===== config.mk =====
export PLATFORM = sky130hd
export DESIGN_NAME = axi_nto1_mux_flat
export DESIGN_NICKNAME = d
export VERILOG_FILES = /design/src/rtl/axi_nto1_mux_pkg.sv /design/src/rtl/axi_nto1_mux_if.sv /design/src/rtl/axi_nto1_mux_rr_arb.sv /design/src/rtl/axi_nto1_mux.sv /design/src/flat_wrapper.sv
export SDC_FILE = /design/constraint.sdc
export NUM_CORES = 1
export LEC_CHECK = 0
export ABC_AREA = 1
export BUFFER_PORTS_ARGS = -buffer_cell sky130_fd_sc_hd__buf_2
export CORE_AREA = 2 2 336 338
export DETAILED_ROUTE_END_ITERATION = 16
export DIE_AREA = 0 0 338 340
export GPL_ROUTABILITY_DRIVEN = 0
export PLACE_DENSITY = 0.3
export RECOVER_POWER = 50
export SETUP_SLACK_MARGIN = 0.5
export SYNTH_ARGS = -nofsm -noshare
export SYNTH_HDL_FRONTEND = slang
export SYNTH_HIERARCHICAL = 1
export SYNTH_SLANG_ARGS = --single-unit

===== constraint.sdc =====
create_clock -name clk_i -period 4.1 [get_ports clk_i]
set_clock_uncertainty 0.1 [all_clocks]
set_input_delay 0.615 -clock clk_i [delete_from_list [all_inputs] [get_ports clk_i]]
set_output_delay 0.615 -clock clk_i [all_outputs]
set_load 0.05 [all_outputs]

===== src/rtl/axi_nto1_mux_pkg.sv =====
// Shared widths and helpers for the N-to-1 AXI4 multiplexer.
// Payload layouts (MSB first), all packed with the ID at the top so that a
// master index can be prepended on the slave side by plain concatenation:
//   AW/AR : {id, addr, len[8], size[3], burst[2], lock[1], cache[4], prot[3], region[4], qos[4]}
//   W     : {data, strb, last}
//   B     : {id, resp[2]}
//   R     : {id, data, resp[2], last}
// Index, pointer and counter types depend on module parameters, so each
// module derives its own rr_ptr_t / cnt_t from the width functions here.
package axi_nto1_mux_pkg;

  localparam int unsigned AxCtrlW = 29;  // len + size + burst + lock + cache + prot + region + qos
  localparam int unsigned RespW   = 2;

  // Width of a master index; at least one bit even for a single master.
  function automatic int unsigned idx_w(input int unsigned n);
    return (n > 1) ? $clog2(n) : 1;
  endfunction

  function automatic int unsigned ptr_w(input int unsigned depth);
    return (depth > 1) ? $clog2(depth) : 1;
  endfunction

  // Counter must represent 0..max inclusive.
  function automatic int unsigned cnt_w(input int unsigned max);
    return $clog2(max + 1);
  endfunction

  function automatic int unsigned ax_w(input int unsigned id_w, input int unsigned addr_w);
    return id_w + addr_w + AxCtrlW;
  endfunction

  function automatic int unsigned w_w(input int unsigned data_w);
    return data_w + data_w / 8 + 1;
  endfunction

  function automatic int unsigned b_w(input int unsigned id_w);
    return id_w + RespW;
  endfunction

  function automatic int unsigned r_w(input int unsigned id_w, input int unsigned data_w);
    return id_w + data_w + RespW + 1;
  endfunction

endpackage


===== src/rtl/axi_nto1_mux_if.sv =====
// Bundle of NoPorts AXI4 ports, each channel packed as NoPorts x payload.
// Modport master drives requests (AW/W/AR) and accepts responses (B/R);
// modport slave is the opposite view. The mux uses a slave view with
// NoPorts=NoMasters towards the masters and a master view with NoPorts=1
// and the widened ID towards the memory port.
interface axi_nto1_mux_if
  import axi_nto1_mux_pkg::*;
#(
  parameter int unsigned NoPorts   = 1,
  parameter int unsigned IdWidth   = 4,
  parameter int unsigned AddrWidth = 32,
  parameter int unsigned DataWidth = 64
);
  localparam int unsigned AxW = ax_w(IdWidth, AddrWidth);
  localparam int unsigned WW  = w_w(DataWidth);
  localparam int unsigned BW  = b_w(IdWidth);
  localparam int unsigned RW  = r_w(IdWidth, DataWidth);

  logic [NoPorts-1:0][AxW-1:0] aw;
  logic [NoPorts-1:0]          awvalid, awready;
  logic [NoPorts-1:0][WW-1:0]  w;
  logic [NoPorts-1:0]          wvalid, wready;
  logic [NoPorts-1:0][BW-1:0]  b;
  logic [NoPorts-1:0]          bvalid, bready;
  logic [NoPorts-1:0][AxW-1:0] ar;
  logic [NoPorts-1:0]          arvalid, arready;
  logic [NoPorts-1:0][RW-1:0]  r;
  logic [NoPorts-1:0]          rvalid, rready;

  modport master (
    output aw, awvalid, input awready,
    output w, wvalid, input wready,
    input b, bvalid, output bready,
    output ar, arvalid, input arready,
    input r, rvalid, output rready
  );

  modport slave (
    input aw, awvalid, output awready,
    input w, wvalid, output wready,
    output b, bvalid, input bready,
    input ar, arvalid, output arready,
    output r, rvalid, input rready
  );
endinterface


===== src/rtl/axi_nto1_mux_rr_arb.sv =====
// Round-robin arbiter for one address channel.
// Ports:
//   clk_i, rst_ni : clock, synchronous active-low reset
//   req_i         : per-requester eligibility
//   lock_i        : winner presented but not accepted this cycle; hold it next cycle
//   advance_i     : winner accepted this cycle; pointer moves past it
//   gnt_o, idx_o  : one-hot grant and its index
//   valid_o       : a grant is being presented
module axi_nto1_mux_rr_arb
  import axi_nto1_mux_pkg::*;
#(
  parameter int unsigned NoReq = 2
) (
  input  logic                      clk_i,
  input  logic                      rst_ni,
  input  logic [NoReq-1:0]          req_i,
  input  logic                      lock_i,
  input  logic                      advance_i,
  output logic [NoReq-1:0]          gnt_o,
  output logic [idx_w(NoReq)-1:0]   idx_o,
  output logic                      valid_o
);
  typedef logic [idx_w(NoReq)-1:0] rr_ptr_t;

  rr_ptr_t ptr_q, ptr_d, lock_idx_q;
  logic    lock_q;

  // NOTE: every output of a combinational block gets a default before any
  // branch, so no path leaves a value unassigned and no latch is inferred.
  always_comb begin
    int j;
    j       = 0;
    idx_o   = lock_idx_q;
    valid_o = 1'b0;
    if (lock_q) begin
      // AXI forbids withdrawing valid, so the held winner is still requesting.
      valid_o = req_i[lock_idx_q];
    end else begin
      for (int i = 0; i < int'(NoReq); i++) begin
        j = int'(ptr_q) + i;
        if (j >= int'(NoReq)) j = j - int'(NoReq);
        if (!valid_o && req_i[rr_ptr_t'(j)]) begin
          valid_o = 1'b1;
          idx_o   = rr_ptr_t'(j);
        end
      end
    end
    gnt_o        = '0;
    gnt_o[idx_o] = valid_o;
    ptr_d        = (idx_o == rr_ptr_t'(NoReq - 1)) ? '0 : idx_o + rr_ptr_t'(1);
  end

  // NOTE: state registers use non-blocking assignments so every flop samples
  // the pre-edge value of its sources regardless of statement order.
  always_ff @(posedge clk_i) begin
    if (!rst_ni) begin
      ptr_q      <= '0;
      lock_q     <= 1'b0;
      lock_idx_q <= '0;
    end else begin
      lock_q <= lock_i;
      if (lock_i) lock_idx_q <= idx_o;
      if (advance_i) ptr_q <= ptr_d;
    end
  end
endmodule


===== src/rtl/axi_nto1_mux.sv =====
// N-master to 1-slave AXI4 multiplexer.
// Round-robin AW/AR arbitration with the master index prepended to the ID,
// W routed by an in-order grant FIFO, B/R routed back by the ID MSBs, and a
// per-master cap on outstanding reads and writes.
// Ports:
//   clk_i, rst_ni : clock, synchronous active-low reset
//   mst           : NoMasters master ports (slave view), ID width AxiIdWidth
//   slv           : single memory-side port (master view), ID width AxiIdWidth+IdxW
// Build option: define AXI_NTO1_MUX_AX_REG_EN to put AW and AR behind a
// 2-entry spill register (1 cycle latency, full throughput); otherwise the
// address channels are combinational.
module axi_nto1_mux
  import axi_nto1_mux_pkg::*;
#(
  parameter int unsigned NoMasters    = 2,
  parameter int unsigned AxiIdWidth   = 4,
  parameter int unsigned AxiAddrWidth = 32,
  parameter int unsigned AxiDataWidth = 64,
  parameter int unsigned MaxTrans     = 8,
  parameter int unsigned WFifoDepth   = 4
) (
  input  logic           clk_i,
  input  logic           rst_ni,
  axi_nto1_mux_if.slave  mst,
  axi_nto1_mux_if.master slv
);
  localparam int unsigned N      = NoMasters;
  localparam int unsigned IdxW   = idx_w(N);
  localparam int unsigned MstAxW = ax_w(AxiIdWidth, AxiAddrWidth);
  localparam int unsigned SlvAxW = MstAxW + IdxW;
  localparam int unsigned MstBW  = b_w(AxiIdWidth);
  localparam int unsigned SlvBW  = MstBW + IdxW;
  localparam int unsigned MstRW  = r_w(AxiIdWidth, AxiDataWidth);
  localparam int unsigned SlvRW  = MstRW + IdxW;
  localparam int unsigned CntW   = cnt_w(MaxTrans);
  localparam int unsigned WPtrW  = ptr_w(WFifoDepth);

  typedef logic [IdxW-1:0]  idx_t;
  typedef logic [CntW-1:0]  cnt_t;
  typedef logic [WPtrW-1:0] wf_ptr_t;
  typedef logic [WPtrW:0]   wf_cnt_t;

  localparam cnt_t    MaxCnt  = cnt_t'(MaxTrans);
  localparam wf_cnt_t WfDepth = wf_cnt_t'(WFifoDepth);

  // Address channels side by side: index 0 = AW, 1 = AR.
  logic [1:0][N-1:0]      ax_req, ax_gnt;
  logic [1:0][IdxW-1:0]   ax_idx;
  logic [1:0]             ax_valid, ax_ready, ax_hs;
  logic [1:0][SlvAxW-1:0] ax_pay;

  cnt_t [N-1:0] wr_cnt_q, rd_cnt_q;
  logic [N-1:0] wr_inc, wr_dec, rd_inc, rd_dec;

  idx_t    wf_mem_q [WFifoDepth];
  wf_ptr_t wf_wr_q, wf_rd_q;
  wf_cnt_t wf_cnt_q;
  logic    wf_full, wf_empty, wf_pop;
  idx_t    wf_head;

  // ---------------- AW / AR arbitration ----------------
  always_comb begin
    ax_req = '0;
    for (int m = 0; m < int'(N); m++) begin
      ax_req[0][m] = mst.awvalid[m] && (wr_cnt_q[m] < MaxCnt) && !wf_full;
      ax_req[1][m] = mst.arvalid[m] && (rd_cnt_q[m] < MaxCnt);
    end
  end

  for (genvar c = 0; c < 2; c++) begin : g_arb
    axi_nto1_mux_rr_arb #(.NoReq(N)) i_arb (
      .clk_i     (clk_i),
      .rst_ni    (rst_ni),
      .req_i     (ax_req[c]),
      .lock_i    (ax_valid[c] && !ax_ready[c]),
      .advance_i (ax_hs[c]),
      .gnt_o     (ax_gnt[c]),
      .idx_o     (ax_idx[c]),
      .valid_o   (ax_valid[c])
    );
  end

  assign ax_hs       = ax_valid & ax_ready;
  assign ax_pay[0]   = {ax_idx[0], mst.aw[ax_idx[0]]};
  assign ax_pay[1]   = {ax_idx[1], mst.ar[ax_idx[1]]};
  assign mst.awready = ax_gnt[0] & {N{ax_ready[0]}};
  assign mst.arready = ax_gnt[1] & {N{ax_ready[1]}};

  // ---------------- W grant FIFO ----------------
  assign wf_full  = (wf_cnt_q == WfDepth);
  assign wf_empty = (wf_cnt_q == '0);
  assign wf_head  = wf_mem_q[wf_rd_q];
  assign wf_pop   = slv.wvalid[0] && slv.wready[0] && slv.w[0][0];

  // NOTE: FIFO storage is not reset; only the pointers and count are, and an
  // entry is never read before it has been written.
  always_ff @(posedge clk_i) begin
    if (ax_hs[0]) wf_mem_q[wf_wr_q] <= ax_idx[0];
  end

  always_ff @(posedge clk_i) begin
    if (!rst_ni) begin
      wf_wr_q  <= '0;
      wf_rd_q  <= '0;
      wf_cnt_q <= '0;
    end else begin
      if (ax_hs[0]) wf_wr_q <= (wf_wr_q == wf_ptr_t'(WFifoDepth - 1)) ? '0 : wf_wr_q + wf_ptr_t'(1);
      if (wf_pop)   wf_rd_q <= (wf_rd_q == wf_ptr_t'(WFifoDepth - 1)) ? '0 : wf_rd_q + wf_ptr_t'(1);
      wf_cnt_q <= wf_cnt_q + wf_cnt_t'(ax_hs[0]) - wf_cnt_t'(wf_pop);
    end
  end

  // Only the head master reaches the slave; registered FIFO output means a
  // freshly pushed grant takes effect the following cycle.
  assign slv.w      = mst.w[wf_head];
  assign slv.wvalid = !wf_empty && mst.wvalid[wf_head];
  always_comb begin
    mst.wready = '0;
    for (int m = 0; m < int'(N); m++)
      mst.wready[m] = !wf_empty && (wf_head == idx_t'(m)) && slv.wready[0];
  end

  // ---------------- B / R return routing ----------------
  // Responses carrying an index with no master behind it are accepted and dropped.
  always_comb begin
    mst.bvalid = '0;
    mst.rvalid = '0;
    slv.bready = '1;
    slv.rready = '1;
    for (int m = 0; m < int'(N); m++) begin
      mst.b[m] = slv.b[0][MstBW-1:0];
      mst.r[m] = slv.r[0][MstRW-1:0];
      if (slv.b[0][SlvBW-1 -: IdxW] == idx_t'(m)) begin
        mst.bvalid[m] = slv.bvalid[0];
        slv.bready[0] = mst.bready[m];
      end
      if (slv.r[0][SlvRW-1 -: IdxW] == idx_t'(m)) begin
        mst.rvalid[m] = slv.rvalid[0];
        slv.rready[0] = mst.rready[m];
      end
    end
  end

  // ---------------- Outstanding counters ----------------
  assign wr_inc = ax_gnt[0] & {N{ax_hs[0]}};
  assign rd_inc = ax_gnt[1] & {N{ax_hs[1]}};
  assign wr_dec = mst.bvalid & mst.bready;
  assign rd_dec = mst.rvalid & mst.rready & {N{slv.r[0][0]}};

  // Decrement at zero saturates: stale responses after a reset must not wrap.
  always_ff @(posedge clk_i) begin
    if (!rst_ni) begin
      wr_cnt_q <= '0;
      rd_cnt_q <= '0;
    end else begin
      for (int m = 0; m < int'(N); m++) begin
        unique case ({wr_inc[m], wr_dec[m]})
          2'b10:   wr_cnt_q[m] <= wr_cnt_q[m] + cnt_t'(1);
          2'b01:   if (wr_cnt_q[m] != '0) wr_cnt_q[m] <= wr_cnt_q[m] - cnt_t'(1);
          default: ;
        endcase
        unique case ({rd_inc[m], rd_dec[m]})
          2'b10:   rd_cnt_q[m] <= rd_cnt_q[m] + cnt_t'(1);
          2'b01:   if (rd_cnt_q[m] != '0) rd_cnt_q[m] <= rd_cnt_q[m] - cnt_t'(1);
          default: ;
        endcase
      end
    end
  end

  // ---------------- Address output stage ----------------
`ifdef AXI_NTO1_MUX_AX_REG_EN
  logic [1:0]             sp_out_valid, sp_out_ready;
  logic [1:0][SlvAxW-1:0] sp_out;

  for (genvar c = 0; c < 2; c++) begin : g_spill
    logic [SlvAxW-1:0] mem_q [2];
    logic              wr_q, rd_q;
    logic [1:0]        cnt_q;
    logic              pop;

    assign ax_ready[c]     = (cnt_q != 2'd2);
    assign sp_out_valid[c] = (cnt_q != 2'd0);
    assign sp_out[c]       = mem_q[rd_q];
    assign pop             = sp_out_valid[c] && sp_out_ready[c];

    always_ff @(posedge clk_i) begin
      if (ax_hs[c]) mem_q[wr_q] <= ax_pay[c];
    end

    always_ff @(posedge clk_i) begin
      if (!rst_ni) begin
        wr_q  <= 1'b0;
        rd_q  <= 1'b0;
        cnt_q <= '0;
      end else begin
        if (ax_hs[c]) wr_q <= !wr_q;
        if (pop)      rd_q <= !rd_q;
        cnt_q <= cnt_q + {1'b0, ax_hs[c]} - {1'b0, pop};
      end
    end
  end

  assign sp_out_ready = {slv.arready[0], slv.awready[0]};
  assign slv.aw       = sp_out[0];
  assign slv.awvalid  = sp_out_valid[0];
  assign slv.ar       = sp_out[1];
  assign slv.arvalid  = sp_out_valid[1];
`else
  assign ax_ready    = {slv.arready[0], slv.awready[0]};
  assign slv.aw      = ax_pay[0];
  assign slv.awvalid = ax_valid[0];
  assign slv.ar      = ax_pay[1];
  assign slv.arvalid = ax_valid[1];
`endif

endmodule


===== src/flat_wrapper.sv =====
// flat-port wrapper written by rule: the top's interface ports become plain ports
module axi_nto1_mux_flat import axi_nto1_mux_pkg::*;
#(
  parameter int unsigned NoMasters    = 2,
  parameter int unsigned AxiIdWidth   = 4,
  parameter int unsigned AxiAddrWidth = 32,
  parameter int unsigned AxiDataWidth = 64,
  parameter int unsigned MaxTrans     = 8,
  parameter int unsigned WFifoDepth   = 4
)
  (clk_i, rst_ni, mst_aw, mst_awvalid, mst_awready, mst_w, mst_wvalid, mst_wready, mst_b, mst_bvalid, mst_bready, mst_ar, mst_arvalid, mst_arready, mst_r, mst_rvalid, mst_rready, slv_aw, slv_awvalid, slv_awready, slv_w, slv_wvalid, slv_wready, slv_b, slv_bvalid, slv_bready, slv_ar, slv_arvalid, slv_arready, slv_r, slv_rvalid, slv_rready);
  axi_nto1_mux_if #(.NoPorts((2)), .IdWidth((4)), .AddrWidth(32), .DataWidth(64)) mst_i ();
  axi_nto1_mux_if #(.NoPorts(1), .IdWidth((4) + 1), .AddrWidth(32), .DataWidth(64)) slv_i ();
  input  logic clk_i;
  input  logic rst_ni;
  input wire logic [$bits(mst_i.aw)-1:0] mst_aw;
  input wire logic [$bits(mst_i.awvalid)-1:0] mst_awvalid;
  output wire logic [$bits(mst_i.awready)-1:0] mst_awready;
  input wire logic [$bits(mst_i.w)-1:0] mst_w;
  input wire logic [$bits(mst_i.wvalid)-1:0] mst_wvalid;
  output wire logic [$bits(mst_i.wready)-1:0] mst_wready;
  output wire logic [$bits(mst_i.b)-1:0] mst_b;
  output wire logic [$bits(mst_i.bvalid)-1:0] mst_bvalid;
  input wire logic [$bits(mst_i.bready)-1:0] mst_bready;
  input wire logic [$bits(mst_i.ar)-1:0] mst_ar;
  input wire logic [$bits(mst_i.arvalid)-1:0] mst_arvalid;
  output wire logic [$bits(mst_i.arready)-1:0] mst_arready;
  output wire logic [$bits(mst_i.r)-1:0] mst_r;
  output wire logic [$bits(mst_i.rvalid)-1:0] mst_rvalid;
  input wire logic [$bits(mst_i.rready)-1:0] mst_rready;
  output wire logic [$bits(slv_i.aw)-1:0] slv_aw;
  output wire logic [$bits(slv_i.awvalid)-1:0] slv_awvalid;
  input wire logic [$bits(slv_i.awready)-1:0] slv_awready;
  output wire logic [$bits(slv_i.w)-1:0] slv_w;
  output wire logic [$bits(slv_i.wvalid)-1:0] slv_wvalid;
  input wire logic [$bits(slv_i.wready)-1:0] slv_wready;
  input wire logic [$bits(slv_i.b)-1:0] slv_b;
  input wire logic [$bits(slv_i.bvalid)-1:0] slv_bvalid;
  output wire logic [$bits(slv_i.bready)-1:0] slv_bready;
  output wire logic [$bits(slv_i.ar)-1:0] slv_ar;
  output wire logic [$bits(slv_i.arvalid)-1:0] slv_arvalid;
  input wire logic [$bits(slv_i.arready)-1:0] slv_arready;
  input wire logic [$bits(slv_i.r)-1:0] slv_r;
  input wire logic [$bits(slv_i.rvalid)-1:0] slv_rvalid;
  output wire logic [$bits(slv_i.rready)-1:0] slv_rready;
  assign mst_i.aw = mst_aw;
  assign mst_i.awvalid = mst_awvalid;
  assign mst_awready = mst_i.awready;
  assign mst_i.w = mst_w;
  assign mst_i.wvalid = mst_wvalid;
  assign mst_wready = mst_i.wready;
  assign mst_b = mst_i.b;
  assign mst_bvalid = mst_i.bvalid;
  assign mst_i.bready = mst_bready;
  assign mst_i.ar = mst_ar;
  assign mst_i.arvalid = mst_arvalid;
  assign mst_arready = mst_i.arready;
  assign mst_r = mst_i.r;
  assign mst_rvalid = mst_i.rvalid;
  assign mst_i.rready = mst_rready;
  assign slv_aw = slv_i.aw;
  assign slv_awvalid = slv_i.awvalid;
  assign slv_i.awready = slv_awready;
  assign slv_w = slv_i.w;
  assign slv_wvalid = slv_i.wvalid;
  assign slv_i.wready = slv_wready;
  assign slv_i.b = slv_b;
  assign slv_i.bvalid = slv_bvalid;
  assign slv_bready = slv_i.bready;
  assign slv_ar = slv_i.ar;
  assign slv_arvalid = slv_i.arvalid;
  assign slv_i.arready = slv_arready;
  assign slv_i.r = slv_r;
  assign slv_i.rvalid = slv_rvalid;
  assign slv_rready = slv_i.rready;
  axi_nto1_mux #(.NoMasters(NoMasters), .AxiIdWidth(AxiIdWidth), .AxiAddrWidth(AxiAddrWidth), .AxiDataWidth(AxiDataWidth), .MaxTrans(MaxTrans), .WFifoDepth(WFifoDepth)) u_core (.clk_i(clk_i), .rst_ni(rst_ni), .mst(mst_i), .slv(slv_i));
endmodule

==> summary.md, run 1 <==
| Metric | Value |
|---|---|
| Drt first pass iters | 4 |
| Hpwl dp | ~54000 um |
| Worst slew pin tran | 1.12 ns |
| Worst ir drop on vdd | 0.211 mV |
| DR iter-0 viols | 167 |
| Pwr dens | 548 nW/um^2 |
| Largest area contributor in the netlist | mux2_2 |
| Die area | 115000 sq um |
| Tmin final | approximately 3.6 ns |
| CP Data Required Time | between 3 and 4 ns |
| Worst skew pair latency | approximately 0.31 ns |
| CTS tree | yes |
| DR WL/cell | 20.9 um |
| DRC | 0 |
| Total CTS buffers | 5 |
| Final wirelength | 59400 um |
| Syn_area_per_cell | between 6 and 7 sq um |
| Cell Area, Synth | ~6000 sq um |
| Max-Cap Viols | 0 |
| Top-level I/O count | between 800 and 900 |
| #FFs+latches synth | 35 |
| Final setup violating endpoints | 0 |
| Crit Path Class | in2out |
| Leakage | ~5.0 nW |
| Commonest register cell after synthesis | dfxtp_1 |
| Yosys cell types | 35 |
| Syn. warnings | 6 |
| Worst setup SP type | input pin |
| Vias in the first global route | ~7600 |
| CP Max Fanout | 24 |
| Critical path launch point | mst_arvalid[0] |
| Hold Crit Class | reg2reg |
| FFs w/ async S/R, synth | 0 |
| Area growth syn-to-layout | 65.8% |
| Commonest non-fill, non-tap cell in the layout | buf_2 |
| Postcts setup bufs | 0 |
| Final Hold Fails | 0 |
| Largest net degree at the start of global routing | 47 |
| Crit path arrival time | 2.92 ns |
| DR vias/cell | 2.61 |
| Std cell rows | 123 |
| Main area contributors after synthesis | mux2_2, buf_4, nand2_1 |
| Setup TNS | 0 ns |
| Via count | 7422 |
| Die Height | 340 um |
| Tot GR Track Use | 0.0978 |
| Setup WS pre-CTS | 0.784 ns |
| RSZ-0062 raised after global routing | false |
| Multi-input logic area | ~3600 sq um |
| Syn nets | roughly 1400 |
| Nets@finish | 1861 |
| Worst r2r src | u_core/rd_cnt_q[3] |
| Fill cell count | 13300 |
| Clock sinks | 35 |
| Total Power | 5.47 mW |
| Post-CTS Hold Buffers | 0 |
| Max Root-Sink Buffers | 2 |
| Port bufs | 647 |
| Setup ws final | approximately 0.46 ns |
| Remaining Overflow, GRT | 0 |
| Initial Util | 0.0540 |
| Top-area cell type share of the netlist area | 0.245 |
| Cells after synthesis | 865 |
| Commonest cells after routing, fill and taps aside | buf_2, nand2_1, mux2_2, inv_1, nor2_1 |
| Final ANT Viol Nets | 0 |
| Clock-pin slew on the worst setup and hold paths | ~0.07 ns |
| Initial antenna violation count | 43 |
| Core area | 112000 sq um |
| Post-synth EDFFs | 4 |
| Critical Path End Type | output pin |
| Slew Limit Fails | 0 |
| Register area share after synthesis | 0.123 |
| Share of cells above drive strength 1 | 0.596 |
| Fin crit share | 0.887 |
| Global-route wire length before repair | 73400 um |
| Achievable frequency | 275 MHz |
| Register area | 741 sq um |
| Relative slew slack | 0.253 |
| H-tree depth | 2 |
| Root Buffer | clkbuf_16 |
| Outcome | finished, final reports clean |
| Min-delay src | u_core/wr_cnt_q[4] |
| Die width | about 340 um |
## metrics by stage
stage	hold slack (ns)	instance area [sq um]	instances	util
global placement	0.340	9880	2832	0.0885
floorplan	0.322	6020	865	-
CTS	0.361	10000	2840	0.0901
global route	0.390	9980	2843	0.0894
finish	0.350	9980	2844	0.0894
detailed placement	0.349	9880	2832	0.0885
## cell families (layout without fill, tap and decap cells)
group	after synthesis	count (layout)	synth area share
simple gates	376	376	0.263
flops	35	35	0.123
xor+xnor	4	4	0.00582
other cells	0	4	0
buf+inv	256	731	0.271
mux	131	131	0.245
fa+ha+maj	20	20	0.0478
compound gates	43	43	0.0445
## registers in the layout, indices dropped and copies added (netlist names), named ones only
register and count:
u_core/wr_cnt_q 8, u_core/rd_cnt_q 8, u_core/wf_rd_q 2, u_core/g_arb.i_arb/lock_q 2, u_core/wf_wr_q 2, u_core/wf_cnt_q 3, u_core/wf_mem_q 4, u_core/g_arb.i_arb/ptr_q 2
u_core/g_arb.i_arb/lock_idx_q 2
## routing by layer
| metal | up-vias | share of wire | GRT usage |
|---|---|---|---|
| li1 | 3538 | - | - |
| met1 | 3152 | 0.37 | 0.105 |
| met2 | 559 | 0.50 | 0.178 |
| met3 | 125 | 0.10 | 0.0416 |
| met4 | 48 | 0.018 | 0.0183 |
| met5 | - | 0.0050 | 0 |
## synthesized netlist by cell type, types with 10 or more instances
cell type	number
mux2_2	131
a21oi_1	18
inv_1	67
nand3_1	17
o21ai_0	10
ha_1	15
dfxtp_1	31
nand2_1	286
nor2_1	41
buf_2	21
buf_4	156
## power breakdown
group / total [mW] / switching [mW] / internal (mW)
Clock: 0.489 / 0.201 / 0.288
Combinational: 4.54 / 3.52 / 1.02
Sequential: 0.439 / 0.0351 / 0.404
## cell type report
type,instances,share of cell area
inverters,71,0.0271
multi-input cells,574,0.362
diodes,4,0.00100
clock inverters,3,0.00439
clock buffers,5,0.0125
flip-flops and latches,35,0.0742
repair buffers,652,0.331
well taps,1500,0.188
## worst max-delay path: stages
cell and delay [ns]:
buf_2 0.09, inv_1 0.04, nor2_1 0.20, nand2_1 0.09, nand2_1 0.09, nand2_1 0.63
mux2_2 0.46, clkbuf_1 0.67
## path summary, 6_finish.rpt
check / slack [ns] / end / cells past startpoint
worst max-delay path: 0.46 / slv_ar[12] / 8
worst min register to register: 0.35 / u_core/wr_cnt_q[4] / 1
worst max register to register: 0.79 / u_core/rd_cnt_q[7] / 17
worst min-delay path: 0.35 / u_core/wr_cnt_q[4] / 1
## timing repair
| action | CTS | global route |
|---|---|---|
| hold endpoints to repair | 0 | 0 |
| gates resized for setup | 0 | 1 |
| endpoints found under the setup margin | 0 | 37 |
No activity file was read; power rests on OpenSTA's default activity.
==> run 2, diff against run 1 <==
--- a/config.mk
+++ b/config.mk
@@ -7,9 +7,9 @@
 export LEC_CHECK = 0
 export ABC_AREA = 1
 export BUFFER_PORTS_ARGS = -buffer_cell sky130_fd_sc_hd__buf_2
-export CORE_AREA = 2 2 336 338
+export CORE_AREA = 2 2 339 341
 export DETAILED_ROUTE_END_ITERATION = 16
-export DIE_AREA = 0 0 338 340
+export DIE_AREA = 0 0 341 343
 export GPL_ROUTABILITY_DRIVEN = 0
 export PLACE_DENSITY = 0.3
 export RECOVER_POWER = 50
==> constraint.sdc (replaced) <==
create_clock -name clk_i -period 3.2 [get_ports clk_i]
set_clock_uncertainty 0.1 [all_clocks]
set_input_delay 0.48 -clock clk_i [delete_from_list [all_inputs] [get_ports clk_i]]
set_output_delay 0.48 -clock clk_i [all_outputs]
set_load 0.05 [all_outputs]
==> run 2 against run 1 <==
Against the previous run: global-route usage is 2.2 points higher; hold slack gained 0.0027 ns; highest routed layer unchanged; sequential share of layout area shrank 1.7 points; critical path depth up 6; via count is 7.1% higher.
==> summary.md, run 2 (same netlist as run 1, synthesis figures left out) <==
| Metric | Value |
|---|---|
| R2R Setup Slk | 0.41 ns (-0.38 ns) |
| Final setup violating endpoints | 0 (unchanged) |
| Max-Cap Viols | 0 (unchanged) |
| Worst hold endpoint | u_core/wr_cnt_q[4] |
| CP Data Required Time | 2.62 ns (-0.76 ns) |
| DR iter-0 viols | 281 (+68%) |
| Share of cells above drive strength 1 | 0.649 (+0.0531) |
| Largest regs | u_core/rd_cnt_q x8, u_core/wr_cnt_q x8, u_core/wf_mem_q x4 |
| Hold_ws | 0.353 ns (+0.00272 ns) |
| Global-route wire length before repair | 88900 um (+21%) |
| Final Hold Fails | 0 (unchanged) |
| Die Height | 343 um (+0.88%) |
| H-tree depth | 2 (unchanged) |
| Tmin final | 2.99 ns |
| Leakage | 6.31 nW (+27%) |
| Remaining Overflow, GRT | 0 (unchanged) |
| WP buf/inv | 7 (+4) |
| Worst slew pin tran | 0.687 ns (-0.432 ns) |
| Crit path arrival time | 2.41 ns (-0.51 ns) |
| Outcome | finished, final reports clean |
| Tot GR Track Use | 0.119 (+0.0217) |
| Design area | 13000 sq um (+31%) |
| Pwr dens | 744 nW/um^2 (+36%) |
| Hpwl dp | 66500 um (+22%) |
| Drt first pass iters | 4 (unchanged) |
| Final wirelength | 74500 um (+25%) |
| Clock-pin slew on the worst setup and hold paths | 0.07 ns (about the same) |
| Fill cell count | 13200 (-0.28%) |
| Worst R2R End | u_core/wr_cnt_q[2] |
| Top-level I/O count | 876 (unchanged) |
| Relative slew slack | 0.542 (+0.290) |
| Final ANT Viol Nets | 0 (unchanged) |
| RSZ-0062 raised after global routing | true |
| Hold Crit Class | reg2reg |
| Std cell rows | 124 (+0.81%) |
| Achievable frequency | 334 MHz |
| Worst path max stage delay | 0.32 ns (-0.35 ns) |
| Worst skew pair latency | 0.30 ns (about the same) |
| Worst r2r src | u_core/wf_cnt_q[1] |
| DR WL/cell | 25.5 um (+22%) |
| Nets@finish | 1924 (+3.4%) |
| WL met2 | 41000 um (+37%) |
| Setup TNS | 0 ns (unchanged) |
| Slew Limit Fails | 0 (unchanged) |
| CP dominant cell by count | buf_12 |
| DR top layer | met5 |
| CTS tree | yes |
| Max Root-Sink Buffers | 2 (unchanged) |
| Initial antenna violation count | 49 (+14%) |
| Largest delay share family, worst path | buffers and inverters |
| Fin crit share | 0.935 |
| Worst Hold Depth | 1 (unchanged) |
| Placed Area | 10900 sq um (+10%) |
| Slowest CP cell | dfxtp_2 |
| Commonest cells after routing, fill and taps aside | buf_2, nand2_1, buf_12, mux2_4, inv_1 |
| CP Cell Sequence | inv_1 > nand2_4 > nor2_4 > nor2_1 > inv_1 > nor2_2 > nand2_1 > nand2_4 > buf_12 > buf_12 > buf_12 > buf_16 > mux2_4 > buf_8 |
| DR vias/cell | 2.72 (+4.3%) |
| Root Buffer | clkbuf_16 |
| Die width | 341 um (+0.89%) |
| DRC | 0 (unchanged) |
| Port bufs | 647 (unchanged) |
| Core area | 113000 sq um (+1.6%) |
| CP Max Fanout | 8 (-67%) |
| Largest net degree at the start of global routing | 74 (+57%) |
| Commonest non-fill, non-tap cell in the layout | buf_2 |
| Via count | 7951 (+7.1%) |
| WL met3 | 6360 um (+2.8%) |
| Total CTS buffers | 5 (unchanged) |
| Clock sinks | 35 (unchanged) |
| Worst setup SP type | register |
| Critical Path End Type | output pin |
| Min-delay src | u_core/wr_cnt_q[4] |
| Reg2Reg Depth | 18 (+1) |
| Met1 Wirelength | 25400 um (+16%) |
| Vias in the first global route | 7929 (+4.3%) |
| Worst ir drop on vdd | 0.269 mV (+27%) |
| Die area | 117000 sq um (+1.8%) |
| Initial Util | 0.0531 (-0.000875) |
| Area growth syn-to-layout | 117% |
| Crit Path Class | reg2out |
[run 2: cell types whose count changed in the layout (fill, tap and decap cells not counted), sizes merged]
cell	change
clkinvlp	+1
diode	+1
clkbuf	-5
bufinv	-1
buf	+69
clkinv	-1
[run 2: repair_timing]
action                                  CTS  global route
hold buffers                              0             0
cloned                                    6             2
buffers inserted                         31            20
resized for setup                       245           146
endpoints found under the setup margin  121           141
pin swaps                                 3            28
[run 2: cell type report]
class                   instances  area (sq um)  share of cell area
multi-input cells             574          4090               0.314
clock buffers                   6           129             0.00988
well taps                    1512          1890               0.145
clock inverters                 2          12.5            0.000960
flip-flops and latches         35           743              0.0570
diodes                          5          12.5            0.000960
repair buffers                715          5880               0.451
inverters                      71           275              0.0211
[run 2: metrics by stage]
step	instances	setup slack (ns)	utilization	power (mW)
after detailed placement	2848	0.362	0.0961	8.03
final	2920	0.209	0.115	9.70
after CTS	2893	0.216	0.109	9.68
after global placement	2848	0.366	0.0961	8.07
after global routing	2917	0.0585	0.115	10.2
after floorplan	865	0.523	-	5.03
[run 2: how the worst max path moves through the flow]
| stage | startpoint | end | slack (ns) | cells past startpoint |
|---|---|---|---|---|
| finish | u_core/wf_cnt_q[1] | slv_aw[31] | 0.21 | 14 |
| global route | u_core/wf_cnt_q[1] | slv_aw[5] | 0.06 | 14 |
| CTS | u_core/wf_cnt_q[1] | slv_aw[57] | 0.22 | 14 |
| detailed placement | mst_awvalid[1] | slv_aw[4] | 0.36 | 11 |
| global placement | mst_awvalid[1] | slv_aw[19] | 0.37 | 11 |
| floorplan | mst_arvalid[1] | u_core/rd_cnt_q[3] | 0.52 | 16 |
[run 2: where the power goes]
group | switching [mW] | total (mW) | internal (mW)
registers | 0.0566 | 0.575 | 0.518
logic | 5.28 | 8.60 | 3.32
clock network | 0.239 | 0.528 | 0.289
total | 5.57 | 9.70 | 4.13
[run 2: layer usage]
layer	global-route usage	vias to the layer above
met5	0	-
met1	0.120	3483
met2	0.238	619
met4	0.0128	50
met3	0.0438	136
li1	-	3663
